### config.mk
export PLATFORM = sky130hd
export DESIGN_NAME = memcache_key_packer
export DESIGN_NICKNAME = d
export VERILOG_FILES = /design/src/rtl/memcache_key_packer.sv
export SDC_FILE = /design/constraint.sdc
export NUM_CORES = 1
export LEC_CHECK = 0
export BUFFER_PORTS_ARGS = -buffer_cell sky130_fd_sc_hd__buf_2
export CAP_MARGIN = 20
export CORE_ASPECT_RATIO = 1.2
export CORE_MARGIN = 2
export CORE_UTILIZATION = 35
export CTS_CLUSTER_SIZE = 25
export DETAILED_ROUTE_END_ITERATION = 16
export PLACE_DENSITY = 0.68
export SLEW_MARGIN = 20
export SYNTH_ARGS = -nofsm -noshare
export SYNTH_HDL_FRONTEND = slang
export SYNTH_SLANG_ARGS = --single-unit
### constraint.sdc
create_clock -name CLK -period 2.5 [get_ports CLK]
set_input_delay 0.5 -clock CLK [delete_from_list [all_inputs] [get_ports CLK]]
set_output_delay 0.5 -clock CLK [all_outputs]
set_load 0.02 [all_outputs]
### src/rtl/memcache_key_packer.sv
// Packs a byte-serial memcache key into three little-endian 32-bit words plus length/overflow flag.
// One cycle from the accepted last byte to out_valid; input stalls (in_ready=0) while a key is presented.
module memcache_key_packer #(
   parameter int MAX_LEN = 12
) (
   input  logic        CLK,
   input  logic        RST,
   input  logic        in_valid,
   input  logic [7:0]  in_data,
   input  logic        in_last,
   output logic        in_ready,
   output logic        out_valid,
   input  logic        out_ready,
   output logic [7:0]  key_length,
   output logic [31:0] k0,
   output logic [31:0] k1,
   output logic [31:0] k2,
   output logic        key_err
);

   typedef enum logic [1:0] {
      COLLECT = 2'd0,
      DRAIN   = 2'd1,
      OUT     = 2'd2
   } state_t;

   state_t      state_q, state_d;
   logic [7:0]  cnt_q, cnt_d;
   logic [95:0] key_q, key_d;
   logic        err_q, err_d;

   logic        byte_acc;
   logic [7:0]  cnt_inc;
   logic        at_max;
   logic [6:0]  bit_idx;

   // Handshake outputs are masked during reset so nothing transfers while RST is high.
   assign in_ready  = !RST && (state_q != OUT);
   assign out_valid = !RST && (state_q == OUT);

   assign byte_acc = in_valid && in_ready;
   assign cnt_inc  = (cnt_q == 8'hFF) ? 8'hFF : cnt_q + 8'd1;
   assign at_max   = ({1'b0, cnt_q} + 9'd1) == 9'(MAX_LEN);
   assign bit_idx  = {cnt_q[3:0], 3'b000};

   always_comb begin
      state_d = state_q;
      cnt_d   = cnt_q;
      key_d   = key_q;
      err_d   = err_q;
      case (state_q)
         COLLECT: begin
            if (byte_acc) begin
               if (cnt_q < 8'(MAX_LEN)) begin
                  key_d[bit_idx +: 8] = in_data;
               end
               cnt_d = cnt_inc;
               if (in_last) begin
                  state_d = OUT;
                  err_d   = 1'b0;
               end else if (at_max) begin
                  state_d = DRAIN;
               end
            end
         end
         DRAIN: begin
            // Overflow bytes are only counted; the packed words keep the first MAX_LEN bytes.
            if (byte_acc) begin
               cnt_d = cnt_inc;
               if (in_last) begin
                  state_d = OUT;
                  err_d   = 1'b1;
               end
            end
         end
         OUT: begin
            if (out_ready) begin
               state_d = COLLECT;
               cnt_d   = 8'd0;
               key_d   = 96'd0;
               err_d   = 1'b0;
            end
         end
         default: begin
            state_d = COLLECT;
         end
      endcase
   end

   always_ff @(posedge CLK) begin
      if (RST) begin
         state_q <= COLLECT;
         cnt_q   <= 8'd0;
         key_q   <= 96'd0;
         err_q   <= 1'b0;
      end else begin
         state_q <= state_d;
         cnt_q   <= cnt_d;
         key_q   <= key_d;
         err_q   <= err_d;
      end
   end

   assign key_length = cnt_q;
   assign k0         = key_q[31:0];
   assign k1         = key_q[63:32];
   assign k2         = key_q[95:64];
   assign key_err    = err_q;

endmodule

Yosys cells after proc, flatten, opt, wreduce, memory -nomap -nowiden
Cells that the tools add are included.
{ "word_totals": {"register_bits": 107, "input_bits": 13, "output_inout_bits": 107, "word_cells": 58} }
{ "op_classes": {"add_sub_neg": 3, "magnitude_cmp": 1, "n_eq_ne": 13, "shift": 2, "n_mux": 22, "reduce_logical": 13} }
{ "ops": {"columns": ["operator", "n"], "rows": [
  ["$mux W96", 3],
  ["$pmux W96 S2", 1],
  ["$bwmux W96", 1],
  ["$shift A8 B9 Y96 const A", 1],
  ["$shiftx A8 B9 Y96", 1],
  ["$mux W8", 3],
  ["$pmux W8 S2", 1],
  ["$ne A2 B2 Y1 const B", 7],
  ["$mux W2", 6],
  ["$add A8 B1 Y9 const B", 1],
  ["$eq A9 B4 Y1 const B", 1],
  ["$neg A7 Y9", 1],
  ["$add A8 B1 Y8 const B", 1],
  ["$eq A8 B8 Y1 const B", 1],
  ["$lt A8 B4 Y1 const B", 1],
  ["$pmux W2 S3", 1],
  ["$reduce_and A6 Y1", 1],
  ["$mux W1", 5],
  ["$reduce_and A5 Y1", 1],
  ["$reduce_and A4 Y1", 1],
  ["$reduce_bool A2 Y1", 2],
  ["$logic_and A1 B1 Y1", 3],
  ["$ne A3 B3 Y1 const B", 1],
  ["$pmux W1 S3", 1],
  ["other kinds (8)", 8]
]} }

Depth between registers and ports, before layout
Gate-level depths: netlist of the first run.
{ "depth": {"word_depth": 6, "depth_mapped": 10, "depth_no_buf": 7} }

Least setup slack after synthesis of the first run
No wires, ideal clock.
{ "synth_timing": {"path_type": "register to register", "from": "register cnt_q[0] (netlist: key_length[0])", "to": "register key_q[54]", "setup_ns": 0.069, "t_arrival_ns": 2.457, "required_ns": 2.431, "path_slack_ns": -0.025, "path_stages_with_launch": 11, "path_buffers": 3, "synth_period_minus_slack_ns": 2.525, "cell_sequence": "dfxtp_1 -> clkbuf_1 -> inv_1 -> ha_1 -> buf_2 -> nor3b_1 -> a31oi_1 -> a2111oi_4 -> buf_4 -> nand3_1 -> o21ai_1"} }
{ "synth_between": {"elab_chain_cells": 6, "elab_cells_between_ends": 10, "classes_between": "add/sub: 1; order compare: 1; eq/ne: 1; shift: 2; mux: 4; reduce/logical: 1"} }
{ "synth_rtl": {"columns": ["element", "line", "rtl"], "rows": [
  ["start, declared", "28", "logic [7:0] cnt_q, cnt_d;"],
  ["start signal, assigned", "98", "cnt_q <= cnt_d;"],
  ["$neg A7 Y9", "55", "key_d[bit_idx +: 8] = in_data;"],
  ["$shiftx A8 B9 Y96 / $shift A8 B9 Y96 (equally long branches)", "55", null],
  ["$bwmux W96", "55", null],
  ["$mux W96", "54", "if (cnt_q < 8'(MAX_LEN)) begin"],
  ["$mux W96", "53", "if (byte_acc) begin"],
  ["$pmux W96 S2", "51", "case (state_q)"],
  ["end signal, assigned", "99", "key_q <= key_d;"],
  ["end, declared", "29", "logic [95:0] key_q, key_d;"]
]} }
Parallel ways exist; a longest one is shown, timed or not. The select of a mux whose other input is x is not followed.
A chain may end at the register's enable or synchronous reset.

Worst setup path after layout of the first run
{ "layout_timing": {"from": "register cnt_q[0] (netlist: key_length[0])", "to": "register key_q[66]"} }
The elaborated chain is that of the path after synthesis.

==> results of run 1 <==
-- report_power, final --
| group | switching (uW) | internal (uW) | leakage [uW] |
|---|---|---|---|
| Combinational | 195 | 81.5 | 0.00131 |
| Sequential | 6.44 | 1710 | 0.000862 |
| Clock | 623 | 907 | 0.000157 |
-- flip-flops by register name, indices dropped and copies added, names as in the netlist --
name        count
key_err         1
key_length      8
key_q          96
state_q         2
-- path summary, 6_finish.rpt --
check                              from                      to
min                          in_data[1]   key_q[1]$_SDFFE_PP0P_
max          key_length[0]$_SDFFE_PP0P_  key_q[66]$_SDFFE_PP0P_
max reg2reg  key_length[0]$_SDFFE_PP0P_  key_q[66]$_SDFFE_PP0P_
min reg2reg      key_q[11]$_SDFFE_PP0P_  key_q[11]$_SDFFE_PP0P_
-- metal layers --
layer / vias to the layer above / track usage (%) / share of wire, %
li1: 1900 / - / -
met1: 1858 / 24.2 / 44
met2: 110 / 31.7 / 50
met3: 17 / 2.20 / 3.8
met4: 0 / 7.95 / 2.0
met5: - / 0 / 0
-- metrics by stage --
step / hold slack [ps] / cell area (um^2) / setup WS (ps) / power, uW
after floorplan: 525 / 4230 / 75.1 / 1930
after global placement: 434 / 5090 / 309 / 2030
after detailed placement: 439 / 5090 / 234 / 2030
after CTS: 421 / 5410 / 277 / 3540
after global routing: 437 / 5410 / 53.5 / 3630
final: 428 / 5410 / 255 / 3530
-- logic make-up (layout without fill, tap and decap cells) --
family	after synthesis	count (layout)	synth area share, %
compound gates	134	134	21.7
xor+xnor	5	5	1.04
fa+ha+maj	4	4	1.18
buf+inv	28	161	2.78
flops	107	107	50.7
mux	2	2	0.503
simple gates	176	176	22.2
-- layout make-up --
type,instances,area share [%]
multi-input combinational,321,36.5
clock inverter,4,1.36
sequential,107,39.6
tap,161,3.72
timing repair buffer,141,14.1
inverter,4,0.277
clock buffer,12,4.55
-- critical path, delay by kind of cell, from the launching register on --
family,cells,cell delay (ps)
AO/OA/AOI/OAI,2,450
adder cells (fa/ha/maj),1,330
buffers and inverters,1,140
flip-flops,1,310
AND/OR/NAND/NOR,3,900
-- cell usage after synthesis (all sizes together) --
cell type / count / area [um^2]
dfxtp: 107 / 2140
nand2: 56 / 210
o21ai: 56 / 280
nand3: 43 / 228
a22o: 40 / 350
nor2: 19 / 71.3
a21oi: 18 / 101
clkbuf: 14 / 52.6
nand2b: 13 / 88.8
nor2b: 11 / 68.8
buf: 10 / 50.1
nand4: 6 / 37.5
a31oi: 5 / 37.5
nor3: 5 / 30.0
xnor2: 5 / 43.8
and3: 4 / 25.0
ha: 4 / 50.1
inv: 4 / 15.0
nand3b: 4 / 30.0
nor3b: 3 / 22.5
nor4: 3 / 40.0
a211oi: 2 / 20.0
a41oi: 2 / 17.5
and2: 2 / 12.5
o21a: 2 / 15.0
or4: 2 / 18.8
a2111oi: 1 / 27.5
a21boi: 1 / 7.51
a21o: 1 / 7.51
a22oi: 1 / 7.51
a311oi: 1 / 8.76
and4: 1 / 8.76
mux2: 1 / 11.3
mux2i: 1 / 10.0
nand4b: 1 / 8.76
nor4b: 1 / 23.8
o211a: 1 / 10.0
o21bai: 1 / 7.51
o22ai: 1 / 6.26
o31ai: 1 / 12.5
or2: 1 / 6.26
or3: 1 / 6.26
==> run metrics, run 1 <==
unrepaired setup endpoints after global routing no; final layout net count 601; clk root buf sky130_fd_sc_hd__clkbuf_16; drt drc 0; CTS sink cnt 107; Post-CTS Setup Bufs 0; Post-Route Setup TNS 0 ps; multi-input logic area 1970 um^2; sum of net half-perimeters after detailed placement 9010 um; Die X approximately 100 um; antenna violations before repair 0; clock tree from TritonCTS built; cts repair resizes 0; Overall Global Routing Usage 18.8%; number of hold violations in the final report 0; maximum fanout encountered on the critical timing path 9; starting density of the core 35.4%; router iterations before antenna repair 4; total area of sequential cells 2140 um^2; Hold-fix buffers, CTS 0; number of DRC markers in iteration 0 203; mapped cell area roughly 4200 um^2; Mapped Nets approximately 470; Cells on Worst Hold Path 3; R2R cell count 7; share of the cycle needed by the critical path after routing 89.8%; Placed Cells incl. Taps 734; required time at the endpoint of the critical path approximately 2700 ps; leakage power summed over all cells 0.00233 uW; slowest cell on the critical path sky130_fd_sc_hd__nor4_4; number of levels in the clock H-tree 3; die height 124 um; vias in the first global route 3599; global placer's final weighted congestion 0.910; number of fillers in the final layout 1191; count of buffers from port buffering between 100 and 150; floorplan core area 11900 um^2; share of final-layout standard cells stronger than drive strength 1 between 20% and 30%; sort of element at the end of the critical path flip-flop; status completed; proportion of synthesized chip area in sequential cells 50.7%; type of the worst setup path reg -> reg; overall overflow remaining after global route 0; most used cells in the layout excluding fill and tap cells sky130_fd_sc_hd__buf_2 (119), sky130_fd_sc_hd__dfxtp_1 (107), sky130_fd_sc_hd__nand2_1 (56); die area roughly 13000 um^2; post-route minimum period between 2000 and 2500 ps; hold crit path type in -> reg; Non-Filler Instances 750; final cell utilization of the core 45.3%; Finish-stage setup viols 0; average cell area after synthesis 9.27 um^2; number of top-level design ports 120; post-detailed-route via-to-cell ratio 5.18; final routed wire length divided by cell count 16.3 um; wire length reported by the detailed router 12200 um; worst slew margin relative to its limit 53.3%; count of vias placed by the detailed router 3885; critical path launch point type flip-flop; Clock Pin Slew Worst Setup and Hold Paths 70 ps; synth warn 0; max-slew violation total from the final report 0; maximum number of pins on one net before global-route repair 39; maximum root-to-sink buffer count 2; cell-by-cell listing of the critical path inv_1 > ha_1 > nor2b_1 > a31oi_1 > nor4_4 > nor2_1 > a22o_1; CTS Buf Count 9; Layout area overhead 28.0%; # diodes 0; number of cell rows 44; data arrival time of the worst path 2480 ps; most common cell after layout, fill and taps aside sky130_fd_sc_hd__buf_2; synthesized netlist cell count 456; Worst-Skew Late Latency 350 ps; achievable frequency approximately 450 MHz; worst-case vdd ir drop 0.263 mV; biggest cell delay along the critical path 440 ps; max-cap viol count 0; register-to-register setup slack 250 ps; number of library cell types mapped by synthesis 54; synthesized flop and latch total approximately 110; transition time at the pin with the least slew margin 697 ps; Worst Clk Skew 6.74 ps; first-pass GRT wire length 19400 um; total power density per cell area 651 nW/um^2; residual antenna-violating net count after detailed routing 0
Power figures use the tool's default switching activity.
==> run 2: changes to the inputs <==
CORE_ASPECT_RATIO = 1.1   (was 1.2)
==> run 2 against run 1 <==
Worst setup slack better by 36 ps; global-route usage up 0.070 points; utilization down 0.17 points; first-iteration DRC count up 41%; critical path type unchanged; largest cell class unchanged; highest routed layer unchanged.
==> run metrics, run 2 (synthesized netlist as in run 1, its figures left out) <==
Post-Route Setup TNS 0 ps; total power density per cell area 633 nW/um^2; Clock Pin Slew Worst Setup and Hold Paths 70 ps; number of fillers in the final layout 1128; number of flip-flops in the largest register 96; count of vias placed by the detailed router 3924; count of buffers from port buffering 119; Hold-fix buffers, CTS 0; residual antenna-violating net count after detailed routing 0; GR Util met2 ~29%; worst-case setup margin in the final layout 290 ps; maximum number of pins on one net before global-route repair 39; die height 119 um; global-route met3 utilization 3.07%; overall overflow remaining after global route 0; share of final-layout standard cells stronger than drive strength 1 29.0%; critical path's top delay family simple AND/OR/NAND/NOR gates; final layout net count 602; post-detailed-route via-to-cell ratio between 5 and 6; first-pass GRT wire length 18900 um; final routed wire length divided by cell count 16.3 um; floorplan core area 11900 um^2; maximum fanout encountered on the critical timing path 15; hold crit path type in -> reg; Finish-stage setup viols 0; vias in the first global route 3532; # diodes 0; wire length reported by the detailed router approximately 12000 um; max-cap viol count 0; CTS Buf Count 9; post-route minimum period 2210 ps; biggest cell delay along the critical path 500 ps; max-slew violation total from the final report 0; data arrival time of the worst path 2500 ps; sort of element at the end of the critical path flip-flop; achievable frequency ~450 MHz; status completed; Placed Cells incl. Taps 728; drt drc 0; type of the worst setup path reg -> reg; maximum root-to-sink buffer count 2; Non-Filler Instances 743; number of hold violations in the final report 0; Post-CTS Setup Bufs 0; sum of net half-perimeters after detailed placement around 8800 um; setup slack after placement approximately 270 ps; worst-case vdd ir drop 0.361 mV; Overall Global Routing Usage a little under a fifth; critical path launch point type flip-flop; starting density of the core 35.5%; clock tree from TritonCTS built; transition time at the pin with the least slew margin 675 ps; number of DRC markers in iteration 0 287; most common cell after layout, fill and taps aside sky130_fd_sc_hd__buf_2; clk root buf sky130_fd_sc_hd__clkbuf_16; number of top-level design ports 120; Worst Clk Skew 5.48 ps; most used cells in the layout excluding fill and tap cells sky130_fd_sc_hd__buf_2 (119), sky130_fd_sc_hd__dfxtp_1 (107), sky130_fd_sc_hd__nand2_1 (56); number of cell rows 42; unrepaired setup endpoints after global routing no; total area of sequential cells 2140 um^2; worst slew margin relative to its limit roughly 55%; router iterations before antenna repair 5; Worst-Skew Late Latency 340 ps; leakage power summed over all cells about 0.0023 uW; CTS sink cnt 107; cell-by-cell listing of the critical path a211oi_2 > nand4_1 > nor3_1 > and2_1 > a22o_1; share of the cycle needed by the critical path after routing 88.4%; met1 track utilization from global routing 26.1%; multi-input logic area 1970 um^2; number of levels in the clock H-tree 3; Die X 109 um; Layout area overhead 27.3%; gr busiest metal met2; required time at the endpoint of the critical path 2790 ps; Reg with most FFs key_q; cts repair resizes 0; global placer's final weighted congestion 0.918; Critical path buffers and inverters 0; die area 13000 um^2; antenna violations before repair 0; slowest cell on the critical path sky130_fd_sc_hd__dfxtp_1
-- run 2: cell count changes in the layout (fill, tap and decap cells not counted) --
cell	before	now
sky130_fd_sc_hd__bufinv_16	2	1
sky130_fd_sc_hd__inv_8	0	1
sky130_fd_sc_hd__clkbuf_8	1	0
sky130_fd_sc_hd__buf_4	22	23
sky130_fd_sc_hd__clkinv_4	1	0
sky130_fd_sc_hd__clkinvlp_4	0	3
sky130_fd_sc_hd__clkinv_2	1	0
sky130_fd_sc_hd__clkbuf_1	2	1
-- run 2: routing by layer --
| layer | share of wire, % | up-vias |
|---|---|---|
| met5 | 0 | - |
| met4 | 1.5 | 0 |
| met3 | 5.5 | 12 |
| met2 | 48 | 135 |
| met1 | 45 | 1861 |
| li1 | - | 1916 |
-- run 2: cell type report --
type | count | area share (%)
sequential | 107 | 39.8
multi-input combinational | 321 | 36.6
timing repair buffer | 142 | 14.3
clock buffer | 10 | 4.25
tap | 154 | 3.58
clock inverter | 5 | 1.19
inverter | 4 | 0.279
-- run 2: through the flow --
stage                     util [%]  hold WS [ps]  cell area [um^2]  power (uW)
after floorplan                  -           525              4230        1930
after global placement        42.7           434              5090        2030
after detailed placement      42.7           440              5090        2030
after CTS                     45.1           411              5380        3440
after global routing          45.1           428              5380        3520
final                         45.1           426              5380        3410
-- run 2: path summary, 6_finish.rpt --
check                             start                endpoint  slack, ps  depth (start not counted)
min                          in_data[5]   key_q[5]$_SDFFE_PP0P_        430                          3
max          key_length[3]$_SDFFE_PP0P_  key_q[75]$_SDFFE_PP0P_        290                          5
max reg2reg  key_length[3]$_SDFFE_PP0P_  key_q[75]$_SDFFE_PP0P_        290                          5
min reg2reg      key_q[53]$_SDFFE_PP0P_  key_q[53]$_SDFFE_PP0P_        450                          2
-- run 2: tightest hold or removal path: stages --
cell and delay, ps:
sky130_fd_sc_hd__buf_2 120, sky130_fd_sc_hd__nand2_1 50, sky130_fd_sc_hd__a21oi_1 50
-- run 2: report_power, final --
group,total [uW],internal [uW],leakage [uW],switching [uW]
sequential,1720,1710,0.000862,6.48
combinational,278,81.6,0.00132,197
clock,1410,779,0.000133,634
==> run 3: changes to the inputs <==
CELL_PAD_IN_SITES_DETAIL_PLACEMENT = 1   (was default)
CELL_PAD_IN_SITES_GLOBAL_PLACEMENT = 2   (was default)
CORE_UTILIZATION = 27   (was 35)
PLACE_DENSITY = 0.82   (was 0.68)
==> run 3 against run 2 <==
Clock skew grew 3.3 ps; worst setup slack lost 52 ps; critical endpoint is now key_q[73]$_SDFFE_PP0P_; die area grew 29%; sequential share of layout area shrank 0.46 points; clock power is essentially flat.
==> run metrics, run 3 (synthesized netlist as in run 1, its figures left out) <==
achievable frequency 442 MHz; max-cap viol count 0; die area 16700 um^2; sum of net half-perimeters after detailed placement 10600 um; Finish-stage setup viols 0; maximum number of pins on one net before global-route repair 38; most common cell after layout, fill and taps aside sky130_fd_sc_hd__buf_2; first-pass GRT wire length 21900 um; Cells on Worst Hold Path 3; vias in the first global route 3818; drt drc 0; final cell utilization of the core a little over a third; number of DRC markers in iteration 0 187; register-to-register setup slack roughly 240 ps; Post-Route Setup TNS 0 ps; global-route met3 utilization 2.99%; antenna violations before repair 0; number of cell rows 47; overall overflow remaining after global route 0; number of hold violations in the final report 0; share of the cycle needed by the critical path after routing around 90%; Reg-to-Reg Start key_length[3]$_SDFFE_PP0P_; floorplan core area 15200 um^2; data arrival time of the worst path 2560 ps; Overall Global Routing Usage 17.4%; final routed wire length divided by cell count 18.3 um; status completed; clock tree from TritonCTS built; worst-case vdd ir drop about 0.31 mV; gr busiest metal met2; type of the worst setup path reg -> reg; part of the total power dissipated in sequential elements 49.8%; P_int 2600 uW; global placer's final weighted congestion around 0.85; unrepaired setup endpoints after global routing no; CTS Buf Count 9; switching part of the total power between 20% and 30%; R2R cell count 5; endpoint of the lowest-slack register-to-register path key_q[73]$_SDFFE_PP0P_; count of vias placed by the detailed router 3861; cts repair resizes 0; Layout area overhead 28.8%; sort of element at the end of the critical path flip-flop; maximum fanout encountered on the critical timing path 15; clock share of power between 40% and 50%; GR Util met2 approximately 28%; number of flip-flops in the largest register 96; Reg with most FFs key_q; combinational share of power 8.4%; hold crit path type in -> reg; critical path launch point type flip-flop; startpoint of the most critical hold path in_data[6]; number of top-level design ports 120; post-route minimum period 2260 ps; starting density of the core ~28%; transition time at the pin with the least slew margin 715 ps; number of levels in the clock H-tree 3; Worst Clk Skew 8.82 ps; most used cells in the layout excluding fill and tap cells sky130_fd_sc_hd__buf_2 (119), sky130_fd_sc_hd__dfxtp_1 (107), sky130_fd_sc_hd__nand2_1 (56); # diodes 0; max-slew violation total from the final report 0; Placed Cells incl. Taps roughly 770; post-detailed-route via-to-cell ratio approximately 5; Psw 850 uW; CTS sink cnt about 110; met1 track utilization from global routing between 20 and 25%; share of final-layout standard cells stronger than drive strength 1 29.1%; die height 135 um; required time at the endpoint of the critical path 2790 ps; Critical Path Source key_length[3]$_SDFFE_PP0P_; clk root buf sky130_fd_sc_hd__clkbuf_16; Non-Filler Instances around 790; final instance area 5450 um^2; residual antenna-violating net count after detailed routing 0; count of buffers from port buffering 119; total power density per cell area 634 nW/um^2; router iterations before antenna repair 4; endpoint of the worst hold path key_q[6]$_SDFFE_PP0P_; Hold-fix buffers, CTS 0; Worst-Skew Late Latency 350 ps; Clock Pin Slew Worst Setup and Hold Paths 70 ps; instance area at placement around 5200 um^2; Post-CTS Setup Bufs 0; leakage power summed over all cells 0.00233 uW; maximum root-to-sink buffer count 2; wire length reported by the detailed router between 10000 and 15000 um; worst slew margin relative to its limit between 50% and 60%; final layout net count 603; Die X 123 um
run 3: cell count changes in the layout (fill, tap and decap cells not counted), sizes merged:
cell	delta
buf	+1
clkbuf	+2
clkinv	+2
clkinvlp	-3
run 3: worst max-delay path by stage:
stage	slack, ps	end
finish	240	key_q[73]$_SDFFE_PP0P_
detailed placement	200	key_q[73]$_SDFFE_PP0P_
floorplan	80	key_q[54]$_SDFFE_PP0P_
global placement	260	key_q[77]$_SDFFE_PP0P_
CTS	230	key_q[73]$_SDFFE_PP0P_
global route	70	key_q[76]$_SDFFE_PP0P_
run 3: final cells by class:
type / count / area, um^2
fill: 1811 / 9730
sequential: 107 / 2140
multi-input combinational: 321 / 1970
timing repair buffer: 143 / 776
clock buffer: 12 / 246
tap: 196 / 245
clock inverter: 4 / 48.8
inverter: 4 / 15.0
run 3: power groups by stage:
stage / Sequential, uW / Clock, uW / Combinational (uW)
final: 1720 / 1440 / 289
after global placement: 1760 / 0 / 282
after detailed placement: 1760 / 0 / 288
after CTS: 1720 / 1470 / 290
after floorplan: 1770 / 0 / 161
after global routing: 1720 / 1550 / 315
run 3: per-layer routing:
metal	part of all wire [%]	routed length, um
met2	48	6970
met3	3.7	535
met5	0	0
met1	45	6490
met4	2.8	401
run 3: critical path: stages (launching register included):
cell,delay (ps)
sky130_fd_sc_hd__dfxtp_1,490
sky130_fd_sc_hd__a211oi_2,440
sky130_fd_sc_hd__nand4_1,270
sky130_fd_sc_hd__nor3_1,460
sky130_fd_sc_hd__and2_1,370
sky130_fd_sc_hd__a22o_1,180
run 3: per-stage QoR:
step,total power [uW],setup WS (ps),hold slack [ps]
global placement,2040,265,435
detailed placement,2050,196,440
finish,3450,238,422
global route,3580,71.9,417
floorplan,1930,75.1,525
CTS,3480,229,412
